## src/rtl/parity_chk_pkg.sv

```systemverilog
// parity_chk_pkg
//   Shared types and default widths for the parity mismatch monitor.
//   - state_t    : monitor FSM encoding (IDLE / RUN / DONE)
//   - err_code_t : failure code, bit0 = davio_bad, bit1 = conv_bad
//   - D_W_DEFAULT / CNT_W_DEFAULT : default parameter widths
package parity_chk_pkg;

    localparam int D_W_DEFAULT   = 7;
    localparam int CNT_W_DEFAULT = 8;

    typedef enum logic [1:0] {
        ST_IDLE = 2'd0,
        ST_RUN  = 2'd1,
        ST_DONE = 2'd2
    } state_t;

    typedef logic [1:0] err_code_t;

endpackage

```

## src/rtl/parity_sat_counter.sv

```systemverilog
// parity_sat_counter
//   Up-counter that sticks at all-ones instead of wrapping.
//   Ports:
//     clk   : clock, rising edge
//     rst_n : synchronous active-low reset, clears count
//     clear : synchronous clear, has priority over en
//     en    : increment by one (ignored once count is all-ones)
//     count : current value
module parity_sat_counter #(
    parameter int W = 8
) (
    input  logic         clk,
    input  logic         rst_n,
    input  logic         clear,
    input  logic         en,
    output logic [W-1:0] count
);

    always_ff @(posedge clk) begin
        if (!rst_n) begin
            count <= '0;
        end else if (clear) begin
            count <= '0;
        end else if (en && (count != '1)) begin
            count <= count + W'(1);
        end
    end

endmodule

```

## src/rtl/parity_mismatch_monitor.sv

```systemverilog
// parity_mismatch_monitor
//   Compares two parity implementations (Davio and conventional) against the
//   XOR-reduction of d over a run of `limit` accepted vectors, counting
//   failures and capturing the first failing vector of the run.
//   Ports:
//     clk, rst_n           : clock and synchronous active-low reset
//     start, limit         : launch a run of `limit` vectors (from IDLE/DONE)
//     in_valid, in_ready   : vector handshake; in_ready is high only in RUN
//     d, f_davio, f_conv   : data vector and the two parity results under test
//     busy, done, pass     : run status (pass = done with no failures)
//     vec_count, err_count : accepted vectors / failing vectors (saturating)
//     err_pulse            : one cycle after each accepted failing vector
//     first_err_*          : capture of the first failing vector in the run
//
//   state | meaning
//   ------+--------------------------------------------------------------
//   IDLE  | after reset, waiting for start
//   RUN   | accepting vectors until `limit` have been taken
//   DONE  | results held until the next start (or reset)
module parity_mismatch_monitor
    import parity_chk_pkg::*;
#(
    parameter int D_W   = D_W_DEFAULT,
    parameter int CNT_W = CNT_W_DEFAULT
) (
    input  logic             clk,
    input  logic             rst_n,
    input  logic             start,
    input  logic [CNT_W-1:0] limit,
    input  logic             in_valid,
    output logic             in_ready,
    input  logic [D_W-1:0]   d,
    input  logic             f_davio,
    input  logic             f_conv,
    output logic             busy,
    output logic             done,
    output logic             pass,
    output logic [CNT_W-1:0] vec_count,
    output logic [CNT_W-1:0] err_count,
    output logic             err_pulse,
    output logic             first_err_valid,
    output logic [D_W-1:0]   first_err_d,
    output logic [1:0]       first_err_code
);

    state_t           state_q;
    state_t           state_d;
    logic [CNT_W-1:0] limit_q;
    logic [CNT_W-1:0] vec_next;
    logic             launch;
    logic             accept;
    logic             last_accept;
    logic             golden;
    logic             davio_bad;
    logic             conv_bad;
    logic             fail;
    err_code_t        code;

    assign golden    = ^d;
    assign davio_bad = f_davio ^ golden;
    assign conv_bad  = f_conv ^ golden;
    assign fail      = davio_bad | conv_bad;
    assign code      = {conv_bad, davio_bad};

    assign accept      = in_valid && (state_q == ST_RUN);
    assign vec_next    = vec_count + CNT_W'(1);
    assign last_accept = accept && (vec_next == limit_q);

    always_ff @(posedge clk) begin
        if (!rst_n) begin
            state_q <= ST_IDLE;
        end else begin
            state_q <= state_d;
        end
    end

    always_comb begin
        state_d = state_q;
        launch  = 1'b0;
        case (state_q)
            ST_IDLE, ST_DONE: begin
                if (start) begin
                    launch  = 1'b1;
                    // A zero-length run completes immediately without RUN.
                    state_d = (limit == '0) ? ST_DONE : ST_RUN;
                end
            end
            ST_RUN: begin
                if (last_accept) begin
                    state_d = ST_DONE;
                end
            end
            default: state_d = ST_IDLE;
        endcase
    end

    always_ff @(posedge clk) begin
        if (!rst_n) begin
            limit_q         <= '0;
            vec_count       <= '0;
            err_pulse       <= 1'b0;
            first_err_valid <= 1'b0;
            first_err_d     <= '0;
            first_err_code  <= '0;
        end else begin
            err_pulse <= accept && fail;
            if (launch) begin
                limit_q         <= limit;
                vec_count       <= '0;
                first_err_valid <= 1'b0;
                first_err_d     <= '0;
                first_err_code  <= '0;
            end else if (accept) begin
                vec_count <= vec_next;
                if (fail && !first_err_valid) begin
                    first_err_valid <= 1'b1;
                    first_err_d     <= d;
                    first_err_code  <= code;
                end
            end
        end
    end

    parity_sat_counter #(
        .W (CNT_W)
    ) u_err_cnt (
        .clk   (clk),
        .rst_n (rst_n),
        .clear (launch),
        .en    (accept && fail),
        .count (err_count)
    );

    // Status is a pure decode of the registered state.
    assign in_ready = (state_q == ST_RUN);
    assign busy     = (state_q == ST_RUN);
    assign done     = (state_q == ST_DONE);
    assign pass     = (state_q == ST_DONE) && (err_count == '0);

endmodule

```

## config.mk

```make
export PLATFORM = sky130hd
export DESIGN_NAME = parity_mismatch_monitor
export DESIGN_NICKNAME = d
export VERILOG_FILES = /design/src/rtl/parity_chk_pkg.sv /design/src/rtl/parity_sat_counter.sv /design/src/rtl/parity_mismatch_monitor.sv
export SDC_FILE = /design/constraint.sdc
export NUM_CORES = 1
export LEC_CHECK = 0
export ABC_AREA = 1
export ABC_CLOCK_PERIOD_IN_PS = 1520
export BUFFER_PORTS_ARGS = -buffer_cell sky130_fd_sc_hd__buf_2
export CAP_MARGIN = 20
export CORE_MARGIN = 2
export CORE_UTILIZATION = 40
export CTS_CLUSTER_SIZE = 24
export DETAILED_ROUTE_END_ITERATION = 12
export PLACE_DENSITY = 0.75
export SLEW_MARGIN = 10
export SYNTH_ARGS = -nofsm -noshare
export SYNTH_HDL_FRONTEND = slang
export SYNTH_SLANG_ARGS = --single-unit
```

## constraint.sdc

```tcl
create_clock -name clk -period 1.52 [get_ports clk]
set_clock_uncertainty 0.2 [all_clocks]
set_input_delay 0.228 -clock clk [delete_from_list [all_inputs] [get_ports clk]]
set_output_delay 0.228 -clock clk [all_outputs]
set_load 0.01 [all_outputs]
```

[Yosys cells after proc, flatten, opt, wreduce, memory -nomap -nowiden]
Cells that the tools add are included.
Storage, ports and cells
  register bits: 37
Cells by class
  bitwise operators: 4
  $add $sub $neg: 2
  reductions and logical operators: 15
  muxes and demuxes: 6
  equality and inequality tests: 6
Operator list (number)
  adder 8 x 1 -> 8 bit (second input constant): 2
  zero test 8 bit: 2
  == test 8 bit: 1
  inequality test 8 bit (second input constant): 1
  parity 7 bit: 1
  logical AND 1 bit: 6
  two-way mux 2 bit: 3
  one-hot mux 2 bit (2 select lines): 1
  AND reduction 2 bit: 2
  OR reduction 2 bit: 2
  == test 2 x 1 -> 1 bit (second input constant): 1
  == test 2 bit (second input constant): 1
  zero test 2 bit: 1
  two-way mux 1 bit: 2
  inequality test 2 x 1 -> 1 bit (second input constant): 1
  inequality test 2 bit (second input constant): 1
  XOR 1 bit: 2
  zero test 1 bit: 1
  NOT 1 bit: 1
  bitwise OR 1 bit: 1

[Depth between registers and ports, before layout]
  word-level depth: 5
  mapped depth: 13
  gate-level depth less buffers: 13

[Modules after synthesis]
From an unflattened synthesis, not the netlist that was laid out.
Second synthesis, totals
  cell total of the unflattened synthesis: 350
  area total of the unflattened synthesis: 2183.3 um^2
By module, submodules not included
  parity_mismatch_monitor: cells an instance 278, area an instance 1720.4 um^2, times used 1
  parity_sat_counter: cells an instance 72, area an instance 462.9 um^2, times used 1

[Worst setup path before layout]
OpenSTA, ideal clock, no wires.
  path type: register to register
  start: register vec_count[0]
  end: register state_q[1]
  arrival time: 1.406 ns
  stages on the path, launching flop included: 12
  slack: -0.156 ns
  data required time: 1.250 ns
  buffers on the path: 0
  cell sequence: dfxtp_1 -> ha_1 -> nand2_1 -> nor2_1 -> nand2_1 -> nand3_1 -> nand3_1 -> nor2_1 -> nand3_1 -> nand2_1 -> nand3_1 -> a21oi_1
On the way
  longest elaborated chain between the ends: 5
Ends and longest elaborated chain
  start, declared: RTL line parity_mismatch_monitor.sv:38  | output logic [CNT_W-1:0] vec_count,
  start signal, assigned: RTL line parity_mismatch_monitor.sv:114  | vec_count <= vec_next;
  adder 8 x 1 -> 8 bit: RTL line parity_mismatch_monitor.sv:66  | assign vec_next = vec_count + CNT_W'(1);
  == test 8 bit: RTL line parity_mismatch_monitor.sv:67  | assign last_accept = accept && (vec_next == limit_q);
  logical AND 1 bit: RTL line parity_mismatch_monitor.sv:67
  inequality test 2 x 1 -> 1 bit (no source line)
  AND reduction 2 bit (no source line)
  end signal, assigned: RTL line parity_mismatch_monitor.sv:73  | state_q <= state_d;
  end, declared: RTL line parity_mismatch_monitor.sv:46  | state_t state_q;
Every way passes these cells.
A chain may end at the register's enable or synchronous reset.

[Worst setup path in the final report]
  start: register vec_count[1]
  end: register state_q[1]
On the way
  longest elaborated chain between the ends: 5
Ends and longest elaborated chain
  adder 8 x 1 -> 8 bit: RTL line parity_mismatch_monitor.sv:66
  via vec_next[1]: RTL line parity_mismatch_monitor.sv:49  | logic [CNT_W-1:0] vec_next;
  == test 8 bit: RTL line parity_mismatch_monitor.sv:67
  logical AND 1 bit: RTL line parity_mismatch_monitor.sv:67
  inequality test 2 x 1 -> 1 bit (no source line)
  AND reduction 2 bit (no source line)
The timed path passes the listed nets, and every way through them passes these cells.

==> metrics.md <==
| Metric | Value |
|---|---|
| Post-synth top cells | `nand2_1, inv_1, dfxtp_1, a21oi_1, nor2_1` |
| Vias in the first global route | `around 2300` |
| Element type at the critical path start | `flop` |
| P_leak | `around 1.6 nW` |
| Critical Path AT | `1.88 ns` |
| F_max | `around 540 MHz` |
| Number of cell rows | `26` |
| Tcrit/Tclk final | `122.3%` |
| Placed Cells | `between 400 and 500` |
| Dpl cell area | `roughly 2800 um2` |
| Drt first pass iters | `4` |
| Seq/Total Area, Yosys | `34.52%` |
| Largest net degree at the start of global routing | `17` |
| Bufs and invs on worst path | `0` |
| Non-filler cells in the finished layout | `491` |
| Avg Vias per Cell | `5.086` |
| Finished Core Util | `between 60 and 70%` |
| Final wirelength | `approximately 7000 um` |
| CP Max Fanout | `5` |
| ANT cells | `0` |
| IO Port Bufs | `51` |
| Clock sink count | `37` |
| Slew Limit Fails | `0` |
| Worst Setup End Kind | `flop` |
| Post-synth top flop | `dfxtp_1` |
| Dominant cells by area after synthesis | `dfxtp_1, nand2_1, inv_1` |
| CTS tree | `built` |
| Worst hold path depth | `3` |
| Starting Density | `between 40% and 50%` |
| Yosys warns | `0` |
| DRT antenna net count | `0` |
| Relative slew slack | `~67%` |
| Clk root buf | `clkbuf_8` |
| Largest area contributor in the netlist | `dfxtp_1` |
| CP Cell Sequence | `ha_4 > xnor2_4 > nand3_2 > nor2_1 > nand2_1 > nor2_1 > nand3_1 > nand2_1 > nand3_1 > a21oi_1` |
| Required @ worst endpoint | `around 1.5 ns` |
| I/O pin count | `52` |
| RePlAce Congestion | `between 0.9 and 1` |
| P&R area growth vs syn | `57.67%` |
| Synthesized cell area | `roughly 2100 um2` |
| Failing checks | `setup timing` |
| Core area | `between 5000 and 6000 um2` |
| H-Tree Depth | `2` |
| Max stage delay cell, worst path | `dfxtp_4` |
| Final min period | `1.858 ns` |
| Pwr dens | `~780 nW/um2` |
| Post-synthesis area per instance | `a little under 7 um2` |
| Status | `finished, violations left` |
| Ys async rst share | `0%` |
| Post-Syn Instances | `about 320` |
| Min-delay worst type | `in -> reg` |
| CP max stage delay | `approximately 0.37 ns` |
| Total GRT Usage | `about a fifth` |
| Final setup fails | `7` |
| Final WS setup | `-0.3382 ns` |
| Worst slew pin tran | `0.4977 ns` |
| Gr ovfl total | `0` |
| First-pass GRT wire length | `10250 um` |
| DIE WIDTH | `roughly 77 um` |
| RR Endpoint | `state_q[1]` |
| HPWL after DPL | `4099 um` |
| RSZ-0062 raised after global routing | `yes` |
| Synthesized flop and latch total | `37` |
| Count leader, synth | `nand2_1` |
| Area share of the largest cell type after synthesis | `about a third` |
| Crit path max-delay family | `simple AND/OR/NAND/NOR gates` |
| Max IR drop VDD | `0.4822 mV` |
| Type of the worst setup path | `reg -> reg` |
| Initial DRC count | `approximately 180` |
| Max-cap check violation count | `0` |
| TritonCTS buffer count | `5` |
| Vias | `approximately 2500` |
| R2r worst-path depth | `10` |
| Residual DRC count | `0` |
| Final nets | `roughly 440` |
| Worst reg-to-reg setup slack | `-0.34 ns` |
| Cell area after layout | `3383 um2` |
| Synth Net Count | `341` |
| Die ar. | `just under 6000 um2` |
| Share of layout cells above drive strength 1 | `between 40% and 50%` |
| Worst-skew pair later-pin latency | `approximately 0.30 ns` |
| CTS Buffer Depth | `2` |
| Drt wl/cell | `about 14 um` |
| Hold Path End | `limit_q[3]` |
| Final Hold Viols | `0` |
| Initial antenna violation count | `0` |
| Total Power | `approximately 0.0026 W` |
| Reg-to-Reg Start | `vec_count[1]` |
| Hold path startpoint | `limit[3]` |
| Netlist cell types | `29` |
| Worst-path clk slew | `approximately 0.070 ns` |
| Die Ht | `about 77 um` |
| Post-synth EDFFs | `0` |
==> metrics by stage <==
step                      worst slack (ns)  hold slack [ns]  setup TNS [ns]
final                              -0.3382          0.02985         -0.8162
after detailed placement           -0.3118           0.2494          -6.017
after global placement             -0.2418           0.2487          -4.772
after global routing               -0.4232          0.05790          -2.183
after CTS                          -0.2238          0.03093         -0.5412
after floorplan                   -0.03466           0.1637        -0.03466
==> worst max path at each step <==
stage,start,end,slack (ns),cells after the start
finish,vec_count[1],state_q[1],-0.34,10
CTS,u_err_cnt.count[4],pass,-0.22,5
floorplan,vec_count[1],state_q[1],-0.03,10
global route,vec_count[1],state_q[1],-0.42,10
detailed placement,d[2],u_err_cnt.count[1],-0.31,13
global placement,d[3],u_err_cnt.count[1],-0.24,13
==> sequential cells by signal, indices dropped and copies added, names as in the netlist <==
register	cells
vec_count	8
u_err_cnt.count	8
first_err_d	7
first_err_code	2
limit_q	8
first_err_valid	1
state_q	2
err_pulse	1
==> cell usage in the layout (no fill, tap or decap), types with 9 or more instances in the layout <==
cell type	instances
a21oi_1	24
buf_2	48
buf_4	43
dfxtp_1	28
inv_1	39
nand2_1	57
nand2_2	18
nand3_1	21
nand3_4	9
nand4_1	17
nor2_1	15
o21ai_0	11
==> tightest hold or removal path: stages <==
cell and delay (ns):
buf_2 0.08, o21ai_0 0.07, a21oi_1 0.10
==> power by group <==
group          switching (W)  internal (W)  total, W
registers          0.0000439       0.00102   0.00106
clock network       0.000374      0.000410  0.000784
logic               0.000468      0.000321  0.000789
total               0.000885       0.00175   0.00263
==> metal layers <==
layer	routed length, um	GRT usage [%]	vias to the layer above	part of all wire, %
met1	2895	26.16	1155	42
met2	3488	35.30	78	51
met3	366	4.353	13	5.3
li1	-	-	1251	-
met5	0	0	-	0
met4	112	8.036	0	1.6
==> cell type report <==
| class | count | area (um2) |
|---|---|---|
| Clock buffer | 7 | 96.34 |
| Inverter | 48 | 183.9 |
| Sequential cell | 37 | 767.0 |
| Clock inverter | 1 | 5.005 |
| Tap cell | 70 | 87.58 |
| Multi-Input combinational cell | 228 | 1562 |
| Timing Repair Buffer | 100 | 681.9 |
| Fill cell | 415 | 1757 |
==> kinds of logic (layout without fill, tap and decap cells) <==
logic type | Yosys count | in the layout | share of synthesized area (%)
AOI/OAI and AO/OA | 46 | 46 | 10.96
xor gates and xnor gates | 7 | 7 | 2.857
adders and majority gates | 3 | 3 | 1.749
buffers and inverters | 56 | 156 | 11.14
DFF | 37 | 37 | 34.52
and+or+nand+nor | 168 | 172 | 38.78
==> repair_timing <==
item | in CTS | in global routing
hold buffers | 0 | 0
pin swaps | 7 | 31
buffers inserted | 4 | 5
setup endpoints to repair | 26 | 29
resized for setup | 18 | 90
gates cloned | 3 | 2
Power figures use the tool's default switching activity.
